**src/rtl/alu_operand_arbiter.sv**
```systemverilog
// Round-robin arbiter driving the shared 8:1 operand mux select and one-hot grant toward the ALU.
// Optional ARB_LOCK_EN adds a lock_i port that keeps the grant across back-to-back transfers.

module alu_operand_arbiter_lane #(
  parameter int IDX   = 0,
  parameter int SEL_W = 3
) (
  input  logic             req_i,
  input  logic [SEL_W-1:0] ptr_i,
  output logic             hi_o
);
  // Request sits at or after the priority pointer, so it wins before any wrapped request.
  assign hi_o = req_i && (SEL_W'(IDX) >= ptr_i);
endmodule

module alu_operand_arbiter #(
  parameter  int N_REQ = 8,
  localparam int SEL_W = $clog2(N_REQ)
) (
  input  logic             clk,
  input  logic             rst_n,
  input  logic [N_REQ-1:0] req_i,
  input  logic             out_ready_i,
`ifdef ARB_LOCK_EN
  input  logic             lock_i,
`endif
  output logic [SEL_W-1:0] sel_o,
  output logic [N_REQ-1:0] gnt_o,
  output logic             out_valid_o,
  output logic [N_REQ-1:0] ack_o
);

  typedef enum logic {IDLE, BUSY} state_e;

  state_e             state_q;
  logic [SEL_W-1:0]   ptr_q, sel_q;
  logic [N_REQ-1:0]   gnt_q, ack_q;
  logic               vld_q;
  logic [N_REQ-1:0]   hi_w;
  logic [SEL_W-1:0]   win_hi, win_any, win_d;
  logic               lock_w;

`ifdef ARB_LOCK_EN
  assign lock_w = lock_i;
`else
  assign lock_w = 1'b0;
`endif

  for (genvar i = 0; i < N_REQ; i++) begin : g_lane
    alu_operand_arbiter_lane #(.IDX(i), .SEL_W(SEL_W)) u_lane (
      .req_i (req_i[i]),
      .ptr_i (ptr_q),
      .hi_o  (hi_w[i])
    );
  end

  // Lowest index wins within each half; the at-or-after-ptr half takes precedence.
  always_comb begin
    win_hi  = '0;
    win_any = '0;
    for (int i = N_REQ-1; i >= 0; i--) begin
      if (req_i[i]) win_any = SEL_W'(i);
      if (hi_w[i])  win_hi  = SEL_W'(i);
    end
    win_d = (|hi_w) ? win_hi : win_any;
  end

  always_ff @(posedge clk or negedge rst_n) begin
    if (!rst_n) begin
      state_q <= IDLE;
      ptr_q   <= '0;
      sel_q   <= '0;
      gnt_q   <= '0;
      vld_q   <= 1'b0;
      ack_q   <= '0;
    end else begin
      ack_q <= '0;
      case (state_q)
        IDLE: begin
          if (|req_i) begin
            sel_q   <= win_d;
            gnt_q   <= {{(N_REQ-1){1'b0}}, 1'b1} << win_d;
            vld_q   <= 1'b1;
            state_q <= BUSY;
          end
        end
        BUSY: begin
          if (out_ready_i) begin
            ack_q <= gnt_q;
            // A locked handshake keeps the grant so the next transfer needs no bubble.
            if (!lock_w) begin
              ptr_q   <= sel_q + SEL_W'(1);
              gnt_q   <= '0;
              vld_q   <= 1'b0;
              state_q <= IDLE;
            end
          end
        end
        default: state_q <= IDLE;
      endcase
    end
  end

  assign sel_o       = sel_q;
  assign gnt_o       = gnt_q;
  assign out_valid_o = vld_q;
  assign ack_o       = ack_q;

endmodule

```
**config.mk**
```make
export PLATFORM = sky130hd
export DESIGN_NAME = alu_operand_arbiter
export DESIGN_NICKNAME = d
export VERILOG_FILES = /design/src/rtl/alu_operand_arbiter.sv
export SDC_FILE = /design/constraint.sdc
export NUM_CORES = 1
export LEC_CHECK = 0
export ABC_AREA = 1
export BUFFER_PORTS_ARGS = -buffer_cell sky130_fd_sc_hd__buf_2
export CAP_MARGIN = 20
export CELL_PAD_IN_SITES_DETAIL_PLACEMENT = 1
export CELL_PAD_IN_SITES_GLOBAL_PLACEMENT = 2
export CORE_MARGIN = 2
export CORE_UTILIZATION = 30
export DETAILED_ROUTE_END_ITERATION = 10
export GPL_TIMING_DRIVEN = 0
export PLACE_DENSITY = 0.8
export SLEW_MARGIN = 15
export SYNTH_ARGS = -nofsm -noshare
export SYNTH_HDL_FRONTEND = slang
export SYNTH_SLANG_ARGS = --single-unit
```
**constraint.sdc**
```tcl
create_clock -name clk -period 1.64 [get_ports clk]
set_input_delay 0.164 -clock clk [delete_from_list [all_inputs] [get_ports clk]]
set_output_delay 0.164 -clock clk [all_outputs]
set_load 0.02 [all_outputs]
```
Word level (Yosys, flattened, before mapping)
Cells that the tools add are included.
{"block": "totals", "ff_bits": 24, "input_bits": 11, "output_inout_bits": 20, "wordCells": 60}
{"block": "classes", "addsub": 1, "order_cmp": 8, "n_eq_ne": 2, "shifts": 1, "muxes": 28, "bitwise_logic": 1, "reduce_logical": 13}
{"cell": "2-to-1 mux 3 bit", "count": 17}
{"cell": "2-to-1 mux 8 bit", "count": 4}
{"cell": "case mux 8 bit (2 select lines)", "count": 1}
{"cell": "OR reduction 8 bit", "count": 2}
{"cell": "greater-or-equal comparator 3 bit (first input constant)", "count": 4}
{"cell": "logical AND 1 bit", "count": 8}
{"cell": "left shift 1 x 3 -> 8 bit (first input constant)", "count": 1}
{"cell": "greater-or-equal comparator 1 x 3 -> 1 bit (first input constant)", "count": 2}
{"cell": "greater-or-equal comparator 2 x 3 -> 1 bit (first input constant)", "count": 2}
{"cell": "AND reduction 2 bit", "count": 3}
{"cell": "2-to-1 mux 1 bit", "count": 4}
{"cell": "inequality test 2 bit (second input constant)", "count": 2}
{"cell": "case mux 1 bit (2 select lines)", "count": 2}
{"cell": "adder 3 x 1 -> 3 bit (second input constant)", "count": 1}
{"cell": "NOT 1 bit", "count": 1}

Logic depth before layout (Yosys ltp)
{"block": "depth", "depth_word": 14, "mapped_depth": 11, "ltp_nobuf": 11}

By module
From an unflattened synthesis, not the netlist that was laid out.
{"block": "unflattened", "cells_unflattened": 177, "hier_area_um2": 1317.5}
{"module": "alu_operand_arbiter", "n_inst": 1, "cells_each": 150, "area_per_inst_um2": 1201.2, "seq_area_each_um2": 600.6}
{"module": "alu_operand_arbiter_lane (g_lane[2].u_lane ...)", "n_inst": 2, "cells_each": 5, "area_per_inst_um2": 18.8, "seq_area_each_um2": 0.0}
{"module": "alu_operand_arbiter_lane (g_lane[0].u_lane)", "n_inst": 1, "cells_each": 6, "area_per_inst_um2": 22.5, "seq_area_each_um2": 0.0}
{"module": "alu_operand_arbiter_lane (g_lane[1].u_lane)", "n_inst": 1, "cells_each": 3, "area_per_inst_um2": 13.8, "seq_area_each_um2": 0.0}
{"module": "alu_operand_arbiter_lane (g_lane[5].u_lane)", "n_inst": 1, "cells_each": 2, "area_per_inst_um2": 12.5, "seq_area_each_um2": 0.0}
{"module": "alu_operand_arbiter_lane (g_lane[6].u_lane)", "n_inst": 1, "cells_each": 3, "area_per_inst_um2": 12.5, "seq_area_each_um2": 0.0}
{"module": "alu_operand_arbiter_lane (g_lane[3].u_lane)", "n_inst": 1, "cells_each": 2, "area_per_inst_um2": 10.0, "seq_area_each_um2": 0.0}
{"module": "alu_operand_arbiter_lane (g_lane[7].u_lane)", "n_inst": 1, "cells_each": 1, "area_per_inst_um2": 7.5, "seq_area_each_um2": 0.0}

Worst setup path before layout
Ideal clock, no wire load.
{"block": "synth_timing", "path_kind": "reg2reg", "startpoint": "register ptr_q[2]", "endpoint": "register gnt_q[1], in the netlist gnt_o[1]", "setup_ns": 0.117, "arrival_ns": 1.201, "required_ns": 1.523, "path_slack_ns": 0.321, "path_stages_with_launch": 11, "n_path_buf": 0, "period_less_slack_ns": 1.319, "path_cell_list": "dfrtp_1 > nand2_1 > nand2_2 > nand2_4 > nor2_4 > and2_4 > nand2_2 > nand2_4 > inv_4 > nand3_1 > nand2_1"}
{"block": "synth_via", "elab_chain_cells": 14, "word_cells_on_any_way": 29, "classes_between": "order compare (8); shift (1); mux (11); reduce/logical (9)"}
{"item": "start, declared", "line_no": "36", "text": "logic [SEL_W-1:0] ptr_q, sel_q;"}
{"item": "start signal, assigned", "line_no": "92", "text": "ptr_q <= sel_q + SEL_W'(1);"}
{"item": "greater-or-equal comparator 3 bit", "line_no": "13", "text": "assign hi_o = req_i && (SEL_W'(IDX) >= ptr_i);"}
{"item": "logical AND 1 bit", "line_no": "13"}
{"item": "2-to-1 mux 3 bit (8 in a row)", "line_no": "63", "text": "if (hi_w[i]) win_hi = SEL_W'(i);"}
{"item": "2-to-1 mux 3 bit (*)", "line_no": "65", "text": "win_d = (|hi_w) ? win_hi : win_any;"}
{"item": "left shift 1 x 3 -> 8 bit (*)", "line_no": "82", "text": "gnt_q <= {{(N_REQ-1){1'b0}}, 1'b1} << win_d;"}
{"item": "2-to-1 mux 8 bit (*)", "line_no": "80", "text": "if (|req_i) begin"}
{"item": "case mux 8 bit (2 select lines) (*)", "line_no": "78", "text": "case (state_q)"}
{"item": "end signal, assigned", "line_no": "82"}
{"item": "end, declared", "line_no": "37", "text": "logic [N_REQ-1:0] gnt_q, ack_q;"}
Every way passes the cells marked *; elsewhere a longest branch is shown, timed or not. The select of a mux whose other input is x is not followed.
A chain may end at the register's enable or synchronous reset.

Worst setup path after layout
{"block": "layout_timing", "startpoint": "register ptr_q[0]", "endpoint": "register gnt_q[1], in the netlist gnt_o[1]"}
The elaborated chain is that of the path after synthesis.

==> impl_metrics.yaml <==
layout:
  drive_gt1_share_pct: 31.91
  antenna_cells: 0
  final_core_util_pct: 38.76
  synthToLayoutAreaGrowth_pct: 23.53
  nNetsFinal: 201
critical_path:
  crit_path_end: "gnt_o[1]"
  r2r_end: "gnt_o[1]"
  critPathLaunchType: "flop"
  cp-end-kind: "flop"
  critPathLaunch: "ptr_q[0]"
  critPathKind: "reg -> reg"
  arrival_ns: 1.68
  r2r_start: "ptr_q[0]"
  crit_fanout: 5
  cp.required_ns: 1.80
  ff2ff_path_depth: 10
  r2r_setup_slack_ns: 0.12
placement:
  portBuffers: 30
  pre_cts_ws_ns: 0.08528
  gp_congestion: 0.7445
  dpl.hpwl_mm: 2.389
synth:
  synth.area.top_cells: "dfrtp_1 (48%), nand2_1 (13%), inv_1 (6.0%), nand3_1 (4.4%), nor2_1 (4.2%)"
  seq_area_frac_synth_pct: 47.86
  synthesis.nets: 165
  synth_top_area_cell: "dfrtp_1"
  ys_types: 24
  yosysWarnings: 0
  netlist_instances: 153
  ys_ff_latch: 24
  synth.avg_cell_area_sq_um: 8.202
  synthesis.area_sq_mm: 0.001255
  synth.top_cell.area_share_pct: 47.86
drt:
  via_per_inst: 4.437
  antenna_left: 0
  drc: 0
  drtIter0Drc: 27
  drt-met1-wl_mm: 1.492
  wire_per_inst_um: 12.95
  drt_wl_total_mm: 3.081
  wl_met2_mm: 1.454
  vias: 1056
  wl_met3_um: 94
  route.top_layer_used: "met4"
  drtPass1Iterations: 4
clocking:
  cts_buffers: 3
  clk_pin_slew_ns: 0.08
  clkLatencyLatePin_ns: 0.27
  h-tree-depth: 1
  clock_sinks: 24
  cts_tree: "built"
  cts_max_path_buffers: 2
  clockRootBuffer: "clkbuf_8"
sta:
  rsz0062_at_grt: "no"
  fmax_ghz: 0.6592
  setup_viol_count_final: 0
  fin_crit_ns: 1.517
  fin_ws_ns: 0.1229
  max-slew-margin-rel_pct: 63.92
  tns_ns: 0
  worst_pin_slew_ns: 0.5411
  finalCritPeriodShare_pct: 92.50
  finClkSkew_ns: 0.001055
  maxSlewViolCount: 0
  hold_viol: 0
power_and_ir_drop:
  p_leak_nw: 0.8487
  worst_ir_drop_vdd_v: 0.0005357
  power_per_cell_area_mw_per_mm2: 1740
floorplan:
  die_h_um: 68.68
  start_util_pct: 31.37
  num_rows: 23
  die-area_sq_mm: 0.004716
  core_area_sq_mm: 0.004000
  dieWidth_um: 68.68
  ioPinCount: 31
global_routing:
  grt_use_total_pct: 14.74
  antenna_found_initial: 0
  grt_pass1_vias: 1118
  grt_max_degree: 25
  grt.overflow.total: 0
  grt_first_pass_wirelength_mm: 5.112
outcome:
  status: "complete, no violations"
worst_hold_path:
  hold_path.class: "in -> reg"
flow_run:
  cap_violations: 0
[layer usage]
metal	GRT usage, %	vias to the layer above
li1	-	541
met1	20.37	492
met2	23.44	18
met3	2.435	5
met4	4.750	0
met5	0	-
[critical path, stage by stage (launching register included)]
cell	delay, ns
dfrtp_1	0.47
nand3_1	0.16
nand2_2	0.12
nand2_4	0.06
nor2_4	0.09
and2_4	0.17
nand2_2	0.06
nand2_4	0.10
inv_4	0.05
nand3_1	0.08
nand2_1	0.05
[cells by family after synthesis]
group	count (synthesis)	share of synthesized area, %
buf+inv	23	7.078
compound gates	8	3.889
xor+xnor	1	0.6980
simple gates	96	39.48
fa+ha+maj	1	0.9968
flops	24	47.86
[worst min-delay path by stage]
stage,start,endpoint,slack [ns],depth (start not counted)
after detailed placement,rst_n,ack_o[0],0.18,1
final,out_ready_i,state_q,0.11,2
after floorplan,rst_n,ack_o[0],-0.13,0
after CTS,out_ready_i,state_q,0.11,2
after global placement,rst_n,ack_o[4],0.17,1
after global routing,out_ready_i,state_q,0.12,2
[cell type report]
class / instances / area [sq um]
well taps: 50 / 62.56
plain buffers: 1 / 3.754
inverters: 22 / 85.08
clock buffers: 3 / 41.29
repair buffers: 31 / 160.2
flip-flops and latches: 24 / 601.8
clock inverters: 1 / 30.03
multi-input cells: 106 / 565.5
fillers: 505 / 2450
[through the flow]
stage | total power [mW] | hold slack (ns) | instance area, sq um | std cells
finish | 2.698 | 0.1081 | 1550 | 238
global route | 2.932 | 0.1196 | 1550 | 238
CTS | 2.746 | 0.1146 | 1549 | 238
detailed placement | 2.208 | 0.1805 | 1468 | 233
global placement | 2.164 | 0.1685 | 1468 | 233
floorplan | 1.821 | -0.1316 | 1255 | 153
[state kept, by name (all words and copies together), names as in the netlist]
| register | flops |
|---|---|
| ack_o | 8 |
| gnt_o | 8 |
| ptr_q | 3 |
| sel_o | 3 |
| out_valid_o | 1 |
| state_q | 1 |
[power by group]
part	leakage (nW)	switching (mW)	internal [mW]	total [mW]
logic	0.500	0.834	0.395	1.23
clock network	0.0357	0.192	0.326	0.519
registers	0.313	0.168	0.782	0.950
total	0.849	1.19	1.50	2.70
[Yosys cell counts (all sizes together)]
cell type	instances
dfrtp	24
inv	22
nand3	14
nand2	57
a21oi	2
o21ai	5
clkbuf	1
nand4	4
nor2	19
xnor2	1
or2	1
and2	1
ha	1
a31oi	1
[what timing repair did]
action | 4_1_cts | 5_1_grt
hold endpoints to repair | 24 | 0
setup buffers | 0 | 0
hold buffers | 1 | 0
resized for setup | 0 | 1
setup endpoints to repair | 0 | 5
[cells in the final DEF (no fill, tap or decap), drive strengths merged]
master / synthesis / final
nand4: 4 / 4
dlygate4sd3: 0 / 1
nor2: 19 / 19
buf: 0 / 30
clkbuf: 1 / 4
or2: 1 / 1
xnor2: 1 / 1
a21oi: 2 / 2
bufinv: 0 / 1
nand2: 57 / 57
a31oi: 1 / 1
and2: 1 / 1
inv: 22 / 22
dfrtp: 24 / 24
nand3: 14 / 14
o21ai: 5 / 5
ha: 1 / 1
(Power assumes the default switching activity.)
